`src/rtl/npu_host_seq.sv`:
```
// Host-side NPU sequencer: pulls a job from a source stream, programs the NPU over
// the shared bus, waits for results and drains the output neurons into a sink stream.
module npu_host_seq #(
  parameter int                   TIMEOUT_W = 16,
  parameter logic [TIMEOUT_W-1:0] TIMEOUT   = 16'hFFFF
) (
  input  logic        clk,
  input  logic        rst,
  input  logic        start,
  output logic        busy,
  output logic        done,
  output logic        err,
  input  logic [31:0] src_data,
  input  logic        src_valid,
  output logic        src_ready,
  output logic [31:0] snk_data,
  output logic        snk_valid,
  input  logic        snk_ready,
  output logic        npu_we,
  output logic        npu_oe,
  input  logic        npu_ready,
  output logic [31:0] bus_out,
  output logic        bus_oe,
  input  logic [31:0] bus_in
);

  typedef enum logic [3:0] {
    S_IDLE, S_FETCH, S_CALC, S_START, S_CFG, S_LOAD, S_WAIT, S_READ, S_DONE
  } state_t;

  localparam logic [TIMEOUT_W-1:0] TMO_LAST = TIMEOUT - 1'b1;

  state_t                 state;
  logic [2:0]             idx;
  logic [11:0]            w_acc;
  logic [11:0]            load_cnt;
  logic [TIMEOUT_W-1:0]   tmo_cnt;
  logic [5:0]             out_cnt;
  logic [31:0]            cfg [6];
  logic [1:0]             n_layers;
  logic [5:0]             sz [4];
  logic [11:0]            link_add;

  // Weight count of one link: (inputs + bias) * outputs.
  function automatic logic [11:0] link_w(input logic [5:0] s_in, input logic [5:0] s_out);
    logic [11:0] a;
    logic [11:0] b;
    a = {6'd0, s_in} + 12'd1;
    b = {6'd0, s_out};
    return a * b;
  endfunction

  always_comb begin
    n_layers = cfg[0][1:0];
    sz[0]    = {1'b0, cfg[1][4:0]} + 6'd1;
    sz[1]    = {1'b0, cfg[2][4:0]} + 6'd1;
    sz[2]    = {1'b0, cfg[3][4:0]} + 6'd1;
    sz[3]    = {1'b0, cfg[4][4:0]} + 6'd1;
    link_add = '0;
    case (idx)
      3'd0: link_add = link_w(sz[0], (n_layers == 2'd0) ? sz[3] : sz[1]);
      3'd1: begin
        if (n_layers == 2'd1)      link_add = link_w(sz[1], sz[3]);
        else if (n_layers == 2'd2) link_add = link_w(sz[1], sz[2]);
      end
      3'd2: if (n_layers == 2'd2) link_add = link_w(sz[2], sz[3]);
      default: link_add = '0;
    endcase
  end

  // Job configuration words are plain data and carry no reset.
  always_ff @(posedge clk) begin
    if (state == S_FETCH && src_valid) cfg[idx] <= src_data;
  end

  always_ff @(posedge clk or negedge rst) begin
    if (!rst) begin
      state    <= S_IDLE;
      busy     <= 1'b0;
      err      <= 1'b0;
      idx      <= '0;
      w_acc    <= '0;
      load_cnt <= '0;
      tmo_cnt  <= '0;
      out_cnt  <= '0;
    end else begin
      case (state)
        S_IDLE: begin
          if (start) begin
            err   <= 1'b0;
            busy  <= 1'b1;
            idx   <= '0;
            state <= S_FETCH;
          end
        end
        S_FETCH: begin
          if (src_valid) begin
            if (idx == 3'd5) begin
              idx   <= '0;
              w_acc <= '0;
              state <= S_CALC;
            end else begin
              idx <= idx + 3'd1;
            end
          end
        end
        S_CALC: begin
          w_acc <= w_acc + link_add;
          if (idx == 3'd2) begin
            idx <= '0;
            if (n_layers == 2'd3) begin
              err   <= 1'b1;
              busy  <= 1'b0;
              state <= S_IDLE;
            end else begin
              state <= S_START;
            end
          end else begin
            idx <= idx + 3'd1;
          end
        end
        S_START: state <= S_CFG;
        S_CFG: begin
          if (idx == 3'd5) begin
            idx      <= '0;
            load_cnt <= '0;
            state    <= S_LOAD;
          end else begin
            idx <= idx + 3'd1;
          end
        end
        S_LOAD: begin
          // Any bubble here corrupts the NPU load, so the job is abandoned.
          if (!src_valid) begin
            err   <= 1'b1;
            busy  <= 1'b0;
            state <= S_IDLE;
          end else if (load_cnt == w_acc - 12'd1) begin
            tmo_cnt <= '0;
            state   <= S_WAIT;
          end else begin
            load_cnt <= load_cnt + 12'd1;
          end
        end
        S_WAIT: begin
          tmo_cnt <= tmo_cnt + 1'b1;
          if (npu_ready) begin
            out_cnt <= '0;
            state   <= S_READ;
          end else if (tmo_cnt == TMO_LAST) begin
            err   <= 1'b1;
            busy  <= 1'b0;
            state <= S_IDLE;
          end
        end
        S_READ: begin
          if (snk_ready) begin
            if (out_cnt == {1'b0, cfg[4][4:0]}) begin
              busy  <= 1'b0;
              state <= S_DONE;
            end else begin
              out_cnt <= out_cnt + 6'd1;
            end
          end
        end
        S_DONE:  state <= S_IDLE;
        default: state <= S_IDLE;
      endcase
    end
  end

  always_comb begin
    bus_out = '0;
    if (state == S_LOAD)     bus_out = src_data;
    else if (state == S_CFG) bus_out = cfg[idx];
  end

  assign src_ready = (state == S_FETCH) || (state == S_LOAD);
  assign bus_oe    = (state == S_CFG) || (state == S_LOAD);
  assign npu_we    = (state == S_START);
  assign npu_oe    = (state == S_READ) && snk_ready;
  assign snk_valid = (state == S_READ) && snk_ready;
  assign snk_data  = (state == S_READ) ? bus_in : 32'd0;
  assign done      = (state == S_DONE);

endmodule

```
`config.mk`:
```
export PLATFORM = sky130hd
export DESIGN_NAME = npu_host_seq
export DESIGN_NICKNAME = d
export VERILOG_FILES = /design/src/rtl/npu_host_seq.sv
export SDC_FILE = /design/constraint.sdc
export NUM_CORES = 1
export LEC_CHECK = 0
export ABC_AREA = 1
export CAP_MARGIN = 20
export CORE_UTILIZATION = 35
export CTS_CLUSTER_DIAMETER = 150
export CTS_CLUSTER_SIZE = 20
export DETAILED_ROUTE_END_ITERATION = 7
export PLACE_DENSITY_LB_ADDON = 0.08
export SLEW_MARGIN = 5
export SYNTH_ARGS = -nofsm -noshare
export SYNTH_HDL_FRONTEND = slang
export SYNTH_SLANG_ARGS = --single-unit
```
`constraint.sdc`:
```
create_clock -name clk -period 6.7 [get_ports clk]
set_input_delay 1.005 -clock clk [delete_from_list [all_inputs] [get_ports clk]]
set_output_delay 1.005 -clock clk [all_outputs]
set_load 0.01 [all_outputs]
```
==> reports/metrics.cfg, run 1 <==
[synthesis]
netlist.area_leader.share = 0.3956
synth-edff-count = 256
synth.most_common_cell = nand2_1
seq_area_frac_synth = 0.4664
synth.avg_cell_area_sq_um = 9.370
syn_area_sq_um = 19430
synth-main-ff-cell = edfxtp_1
synth_fa_ha_area_frac = 0.1473
synth_top_family_by_area = simple AND/OR/NAND/NOR gates
synthArstFlopShare = 0.1768
synth_compound_area_frac = 0.09909
synth_seq_cells = 311
ys_types = 50
netlist_top_cells_area = edfxtp_1 40%, fa_1 8.0%, nand2_1 8.0%
synth-xor-area-share = 0.02299
synth_area_leader_cell = edfxtp_1
synth-simple-area-share = 0.1916
synth_mux_area_frac = 0
yosysWarningCount = 0
synth_commonest_cells = 415 x nand2_1, 292 x inv_1, 256 x edfxtp_1, 236 x nor2_1, 136 x nand3_1
synth_cells = 2074

[timing]
setup_tns_ns = 0
grt_setup_unrepaired = false
period_minus_slack_ns = 6.112
slew_headroom = 0.3213
fmaxAchievable_mhz = 163.6
tightest_slew_ns = 1.018
fin_hold_ws_ns = 0.5276
slew_violations = 0
finalHoldViolCount = 0
finClkSkew_ns = 0.02251
setup_viol = 0
period_share = 0.9122

[global_route]
overflow = 0
grt_usage = 0.1921
grt_pass1_vias = 14810
grt_pass1_wl_mm = 85.31
grt_max_degree = 65
antenna_found_initial = 1

[cts]
clkSlewWorstSetupHoldPaths_ns = 0.10
postCtsHoldBufs = 0
worstSkewPairLatency_ns = 0.54
cts_buffers = 19
cts_tree = built
cts_sinks = 311
cts_buffer_depth = 3
htreeDepth = 1
root_buffer = clkbuf_16

[pwr]
pwr-share-seq = 0.391
pwr-share-clk = 0.185
switching_share = 0.3997
power_density_nw_per_um2 = 280.3
vdd_ir_drop_max_uv = 192.6
p_int_mw = 3.768
p_sw_mw = 2.509
p_total_mw = 6.277
comb_power_share = 0.423
p_leak_nw = 9.394

[route]
via_per_inst = 4.946
wl_per_cell_microns = 18.12
wl_met3_mm = 1.696
drt-initial-drc-count = 846
drt_first_pass_iters = 5
wl_mm = 53.69
ant_nets = 0
via_count = 14660
wl_met1_mm = 25.77
drc = 0
met2_length_mm = 25.49
top_layer_used = met5

[floorplan]
initial_utilization = 0.3576
die_h_microns = 237.6
core_sq_um = 54350
fp.dieW_microns = 237.6
die_area_sq_um = 56470
row_count = 85
io_pins = 142

[layout]
area_growth_pct = 15.23
fin_nets = 2471
drive_gt1_frac = 0.04856
fin_util = 0.4120
antenna-diode-count = 0

[worst_setup_path]
cp_data_arrival_time_ns = 6.52
cp_max_fo = 6
startpoint = cfg[4][3]
path_class = reg2reg
cp-start-kind = register
crit_required_ns = 7.11
worst_setup_path_end_kind = register
r2r-start = cfg[4][3]

[min_path]
hp-start = err
hold_path.class = reg2reg

[place]
dp_hpwl_mm = 35.78
place_congestion = 0.8497
io_buffers = 141

[run]
maxCapViolations = 0

[run_status]
outcome = completed

power by group through the flow:
stage          sequential [mW]  combinational [mW]  clock [mW]
2_1_floorplan             2.43                1.85           0
3_3_place_gp              2.50                2.65           0
3_5_place_dp              2.50                2.67           0
4_1_cts                   2.46                2.68        1.20
5_1_grt                   2.49                3.03        1.27
6_report                  2.46                2.66        1.16
cells in the final DEF, fill, tap and decap left out, types with 54 or more instances in the layout:
master / n
edfxtp_1: 256
a22oi_1: 103
ha_1: 104
inv_1: 292
nor2_1: 230
nand2_1: 414
nand3_1: 136
fa_1: 78
dfrtp_1: 54
clkdlybuf4s50_1: 140
through the flow:
step | setup WS [ns] | cells | area (sq um)
2_1_floorplan | 0.7229 | 2087 | 19480
3_3_place_gp | 0.5124 | 2933 | 21820
3_5_place_dp | 0.3342 | 2933 | 21820
4_1_cts | 0.3189 | 2959 | 22330
5_1_grt | 0.04472 | 2963 | 22390
6_report | 0.5880 | 2963 | 22390
path summary, 6_finish.rpt:
path	endpoint	slack, ns	cells past startpoint
worst max-delay path	w_acc[10]	0.59	26
worst max register to register	w_acc[10]	0.59	26
max in group asynchronous	idx[2]	5.51	2
worst min-delay path	err	0.53	2
min in group asynchronous	tmo_cnt[8]	0.62	2
worst min register to register	err	0.53	2
cell type report:
class,count,area [sq um]
clock buffers,24,494.2
clock inverters,2,20.02
fillers,5350,31950
inverters,305,1152
multi-input cells,1410,9076
flip-flops and latches,311,9065
well taps,739,924.6
repair buffers,172,1659
logic make-up after synthesis:
logic type / after synthesis
AOI/OAI and AO/OA: 283
xor gates and xnor gates: 51
adders and majority gates: 182
buffers and inverters: 366
DFF: 311
other: 2
and+or+nand+nor: 879
state kept, by name (all words and copies together) (netlist names):
name and cells:
busy 1, load_cnt 12, w_acc 12, out_cnt 6, idx 3, tmo_cnt 16
err 1, state 4, cfg 256
worst max-delay path: stages, from the launching register on:
cell	delay, ns
edfxtp_1	0.53
nand4_1	0.16
nor2_1	0.37
nand2_1	0.08
o21ai_1	0.31
nand2_1	0.15
fa_1	0.56
inv_1	0.05
fa_1	0.53
inv_1	0.06
fa_1	0.53
inv_1	0.04
ha_1	0.34
a21oi_1	0.19
a21oi_1	0.14
o21ai_0	0.17
nand2_1	0.08
o21ai_0	0.40
o211ai_1	0.17
ha_1	0.35
nand2_1	0.08
nor3_1	0.17
nand3_1	0.10
o2111ai_1	0.12
a21oi_1	0.09
o21ai_0	0.10
o21ai_0	0.10
per-layer routing:
layer  vias up  track usage
met5         -            0
met4         2      0.03343
met3        44      0.02102
met2       197       0.3232
met1      7176       0.2694
li1       7237            -
repair_timing:
item | CTS | global route
endpoints found under the setup margin | 0 | 3
gates resized for setup | 0 | 6
buffers inserted | 0 | 2
Power figures use the tool's default switching activity.
==> run 2: changes to the inputs <==
Settings changed: CTS_BUF_LIST set to sky130_fd_sc_hd__clkbuf_8, CTS_CLUSTER_DIAMETER 150 to 60.
==> reports/metrics.cfg, run 2 (same netlist as run 1, synthesis figures left out) <==
[layout]
nFillCells = 5342
largest_reg_flops = 256
regArea_sq_um = 9065
antenna-diode-count = 0
fin_util = 0.4156
fin_nets = 2483
stdcell_area_sq_um = 22580
drive_gt1_frac = 0.06383
reg.largest.list = cfg x256, tmo_cnt x16
top_register = cfg
area_growth_pct = 16.22
multi_input_area_sq_um = 9081
layout_commonest_cell = nand2_1
layout_common_cells = 414 x nand2_1, 292 x inv_1, 256 x edfxtp_1, 230 x nor2_1, 140 x clkdlybuf4s50_1
layoutNonFillerInstCount = 2995

[run_status]
outcome = completed

[worst_setup_path]
worst_setup_path_end_kind = register
crit_top_cell = nand2_1
crit_required_ns = 7.20
max_stage_delay_ns = 0.54
cp.buffers_inverters = 4
cp_top_family = adder cells
cp_data_arrival_time_ns = 6.60
cp_max_fo = 5
cp_slowest_cell = fa_1
path_class = reg2reg
cp-start-kind = register

[global_route]
grt_max_degree = 65
antenna_found_initial = 1
grt_usage = 0.1921
grt_pass1_vias = 14910
grt_pass1_wl_mm = 85.45
overflow = 0

[route]
wl_per_cell_microns = 17.93
via_count = 14780
via_per_inst = 4.935
ant_nets = 0
drt_first_pass_iters = 5
wl_mm = 53.70
drt-initial-drc-count = 892
drc = 0

[timing]
worst_slack_ns = 0.5987
finClkSkew_ns = 0.04906
slew_violations = 0
setup_tns_ns = 0
period_share = 0.9106
slew_headroom = 0.3212
grt_setup_unrepaired = false
fmaxAchievable_mhz = 163.9
fin_hold_ws_ns = 0.5223
period_minus_slack_ns = 6.101
tightest_slew_ns = 1.018
setup_viol = 0
finalHoldViolCount = 0

[floorplan]
die_h_microns = 237.6
initial_utilization = 0.3576
die_area_sq_um = 56470
fp.dieW_microns = 237.6
io_pins = 142
row_count = 85
core_sq_um = 54350

[place]
dpl.cell_count = 2933
place_congestion = 0.8497
place_area_sq_um = 21820
io_buffers = 141
post-place-ws_ns = 0.3342
dp_hpwl_mm = 35.78

[pwr]
p_leak_nw = 9.499
p_total_mw = 6.431
power_density_nw_per_um2 = 284.8
vdd_ir_drop_max_uv = 169.6

[cts]
worstSkewPairLatency_ns = 0.65
root_buffer = clkbuf_8
cts_sinks = 311
cts_buffers = 31
clkSlewWorstSetupHoldPaths_ns = 0.10
cts_buffer_depth = 3
cts_tree = built
htreeDepth = 1
postCtsHoldBufs = 0

[run]
maxCapViolations = 0

[min_path]
hold_path.class = in2async

## run 2: final timing paths
path                                  from    endpoint  slack, ns  cells past startpoint
worst max-delay path             cfg[2][0]    w_acc[9]       0.60                     31
worst min register to register  tmo_cnt[3]  tmo_cnt[3]       0.53                      2
min in group clk                tmo_cnt[3]  tmo_cnt[3]       0.53                      2
worst min-delay path                   rst  tmo_cnt[9]       0.52                      2
max in group asynchronous              rst      idx[2]       5.60                      2
worst max register to register   cfg[2][0]    w_acc[9]       0.60                     31
## run 2: what timing repair did
item,CTS,global route
endpoints found under the setup margin,0,3
gates resized for setup,0,7
setup buffers,0,2
## run 2: per-layer routing
| layer | up-vias | part of all wire | global-route usage |
|---|---|---|---|
| met5 | - | 0.00022 | 0 |
| met4 | 2 | 0.013 | 0.03245 |
| met3 | 48 | 0.041 | 0.02381 |
| met2 | 237 | 0.48 | 0.3207 |
| met1 | 7203 | 0.47 | 0.2701 |
| li1 | 7290 | - | - |
## run 2: where the power goes
group	total (mW)	switching, mW	internal (mW)
clock	1.31	0.806	0.505
combinational	2.66	1.69	0.972
sequential	2.46	0.184	2.27
total	6.43	2.68	3.75
## run 2: worst register-to-register path: cells and delay by family (launching register included)
family          cells  cell delay [ns]
compound gates      6             0.97
fa+ha+maj           6             2.37
buf+inv             4             0.41
flops               1             0.41
simple gates       15             1.79
## run 2: layout make-up
| cell class | instances | area share |
|---|---|---|
| clock buffers | 31 | 0.01889 |
| multi-input cells | 1410 | 0.4021 |
| well taps | 739 | 0.04094 |
| inverters | 305 | 0.05103 |
| repair buffers | 172 | 0.07346 |
| flip-flops and latches | 311 | 0.4014 |
| clock inverters | 27 | 0.01219 |
==> run 3: changes to the inputs <==
Settings changed: CTS_CLUSTER_SIZE 20 to 28.
==> reports/metrics.cfg, run 3 (same netlist as run 1, synthesis figures left out) <==
[run_status]
outcome = completed

[layout]
layout_common_cells = 414 x nand2_1, 292 x inv_1, 256 x edfxtp_1, 230 x nor2_1, 140 x clkdlybuf4s50_1
multi_input_area_sq_um = 9081
top_register = cfg
antenna-diode-count = 0
nFillCells = 5342
reg.largest.list = cfg x256, tmo_cnt x16
largest_reg_flops = 256
area_growth_pct = 16.35
regArea_sq_um = 9065
fin_nets = 2483
fin_util = 0.4160
layout_commonest_cell = nand2_1
drive_gt1_frac = 0.06383

[cts]
cts_sinks = 311
root_buffer = clkbuf_8
worstSkewPairLatency_ns = 0.66
cts_tree = built
postCtsHoldBufs = 0
cts_buffers = 31
htreeDepth = 1
clkSlewWorstSetupHoldPaths_ns = 0.10
cts_buffer_depth = 3

[timing]
slew_violations = 0
finalHoldViolCount = 0
worst_slack_ns = 0.5824
finClkSkew_ns = 0.05302
setup_viol = 0
fmaxAchievable_mhz = 163.5
setup_tns_ns = 0
slew_headroom = 0.3101
grt_setup_unrepaired = false
tightest_slew_ns = 1.035
period_share = 0.9131
fin_hold_ws_ns = 0.5242
period_minus_slack_ns = 6.118

[floorplan]
die_h_microns = 237.6
io_pins = 142
core_sq_um = 54350
initial_utilization = 0.3576
die_area_sq_um = 56470
row_count = 85
fp.dieW_microns = 237.6

[pwr]
power_density_nw_per_um2 = 286.1
vdd_ir_drop_max_uv = 176.8
p_leak_nw = 9.509

[worst_setup_path]
cp-start-kind = register
path_class = reg2reg
cp_max_fo = 5
worst_setup_path_end_kind = register
cp_slowest_cell = fa_1
crit_top_cell = nand2_1
max_stage_delay_ns = 0.54
r2r-start = cfg[2][0]
crit_required_ns = 7.19
cp_top_family = adder cells
cp.buffers_inverters = 4
startpoint = cfg[2][0]
cp_data_arrival_time_ns = 6.61

[route]
via_per_inst = 4.934
via_count = 14780
drt_first_pass_iters = 5
wl_per_cell_microns = 17.93
drc = 0
ant_nets = 0
wl_mm = 53.70
drt-initial-drc-count = 814

[global_route]
grt_pass1_vias = 14910
overflow = 0
antenna_found_initial = 1
grt_max_degree = 65
grt_usage = 0.1921
grt_pass1_wl_mm = 85.45

[place]
post-place-ws_ns = 0.3342
dp_hpwl_mm = 35.78
io_buffers = 141
place_congestion = 0.8497

[min_path]
hold_path.class = in2async

[run]
maxCapViolations = 0

[run 3: worst reg2reg max path, delay by kind of cell, from the launching register on]
family                   cells  cell delay [ns]
buffers and inverters        4             0.41
AND/OR/NAND/NOR             15             1.79
adder cells (fa/ha/maj)      6             2.37
flip-flops                   1             0.41
AO/OA/AOI/OAI                6             0.99
[run 3: stage by stage]
step | area, sq um | instances | total power [mW]
final | 22610 | 2995 | 6.468
after CTS | 22550 | 2991 | 6.538
after global placement | 21820 | 2933 | 5.150
after global routing | 22610 | 2995 | 6.984
after detailed placement | 21820 | 2933 | 5.167
after floorplan | 19480 | 2087 | 4.286
[run 3: cell type report]
| type | instances | area share |
|---|---|---|
| Inverter | 305 | 0.05097 |
| Clock buffer | 31 | 0.01887 |
| Sequential cell | 311 | 0.4009 |
| Clock inverter | 27 | 0.01328 |
| Multi-Input combinational cell | 1410 | 0.4017 |
| Tap cell | 739 | 0.04090 |
| Timing Repair Buffer | 172 | 0.07338 |
[run 3: final timing paths]
check,to,slack (ns),cells past startpoint
max,w_acc[9],0.58,31
min,tmo_cnt[9],0.52,2
max reg2reg,w_acc[9],0.58,31
min reg2reg,tmo_cnt[3],0.53,2
max in group asynchronous,idx[2],5.60,2
min in group clk,tmo_cnt[3],0.53,2
[run 3: metal layers]
metal | share of wire | GRT usage
met3 | 0.038 | 0.02427
met1 | 0.47 | 0.2700
met2 | 0.47 | 0.3205
met5 | 0.00022 | 0
met4 | 0.013 | 0.03265
[run 3: what timing repair did]
action / in CTS / in global routing
gates resized for setup: 0 / 7
setup endpoints to repair: 0 / 3
buffers inserted: 0 / 2
[run 3: where the power goes]
group	leakage (nW)	switching, mW	internal (mW)	total (mW)
combinational	6.11	1.69	0.972	2.66
sequential	3.03	0.185	2.27	2.46
clock	0.364	0.805	0.542	1.35
total	9.51	2.68	3.79	6.47
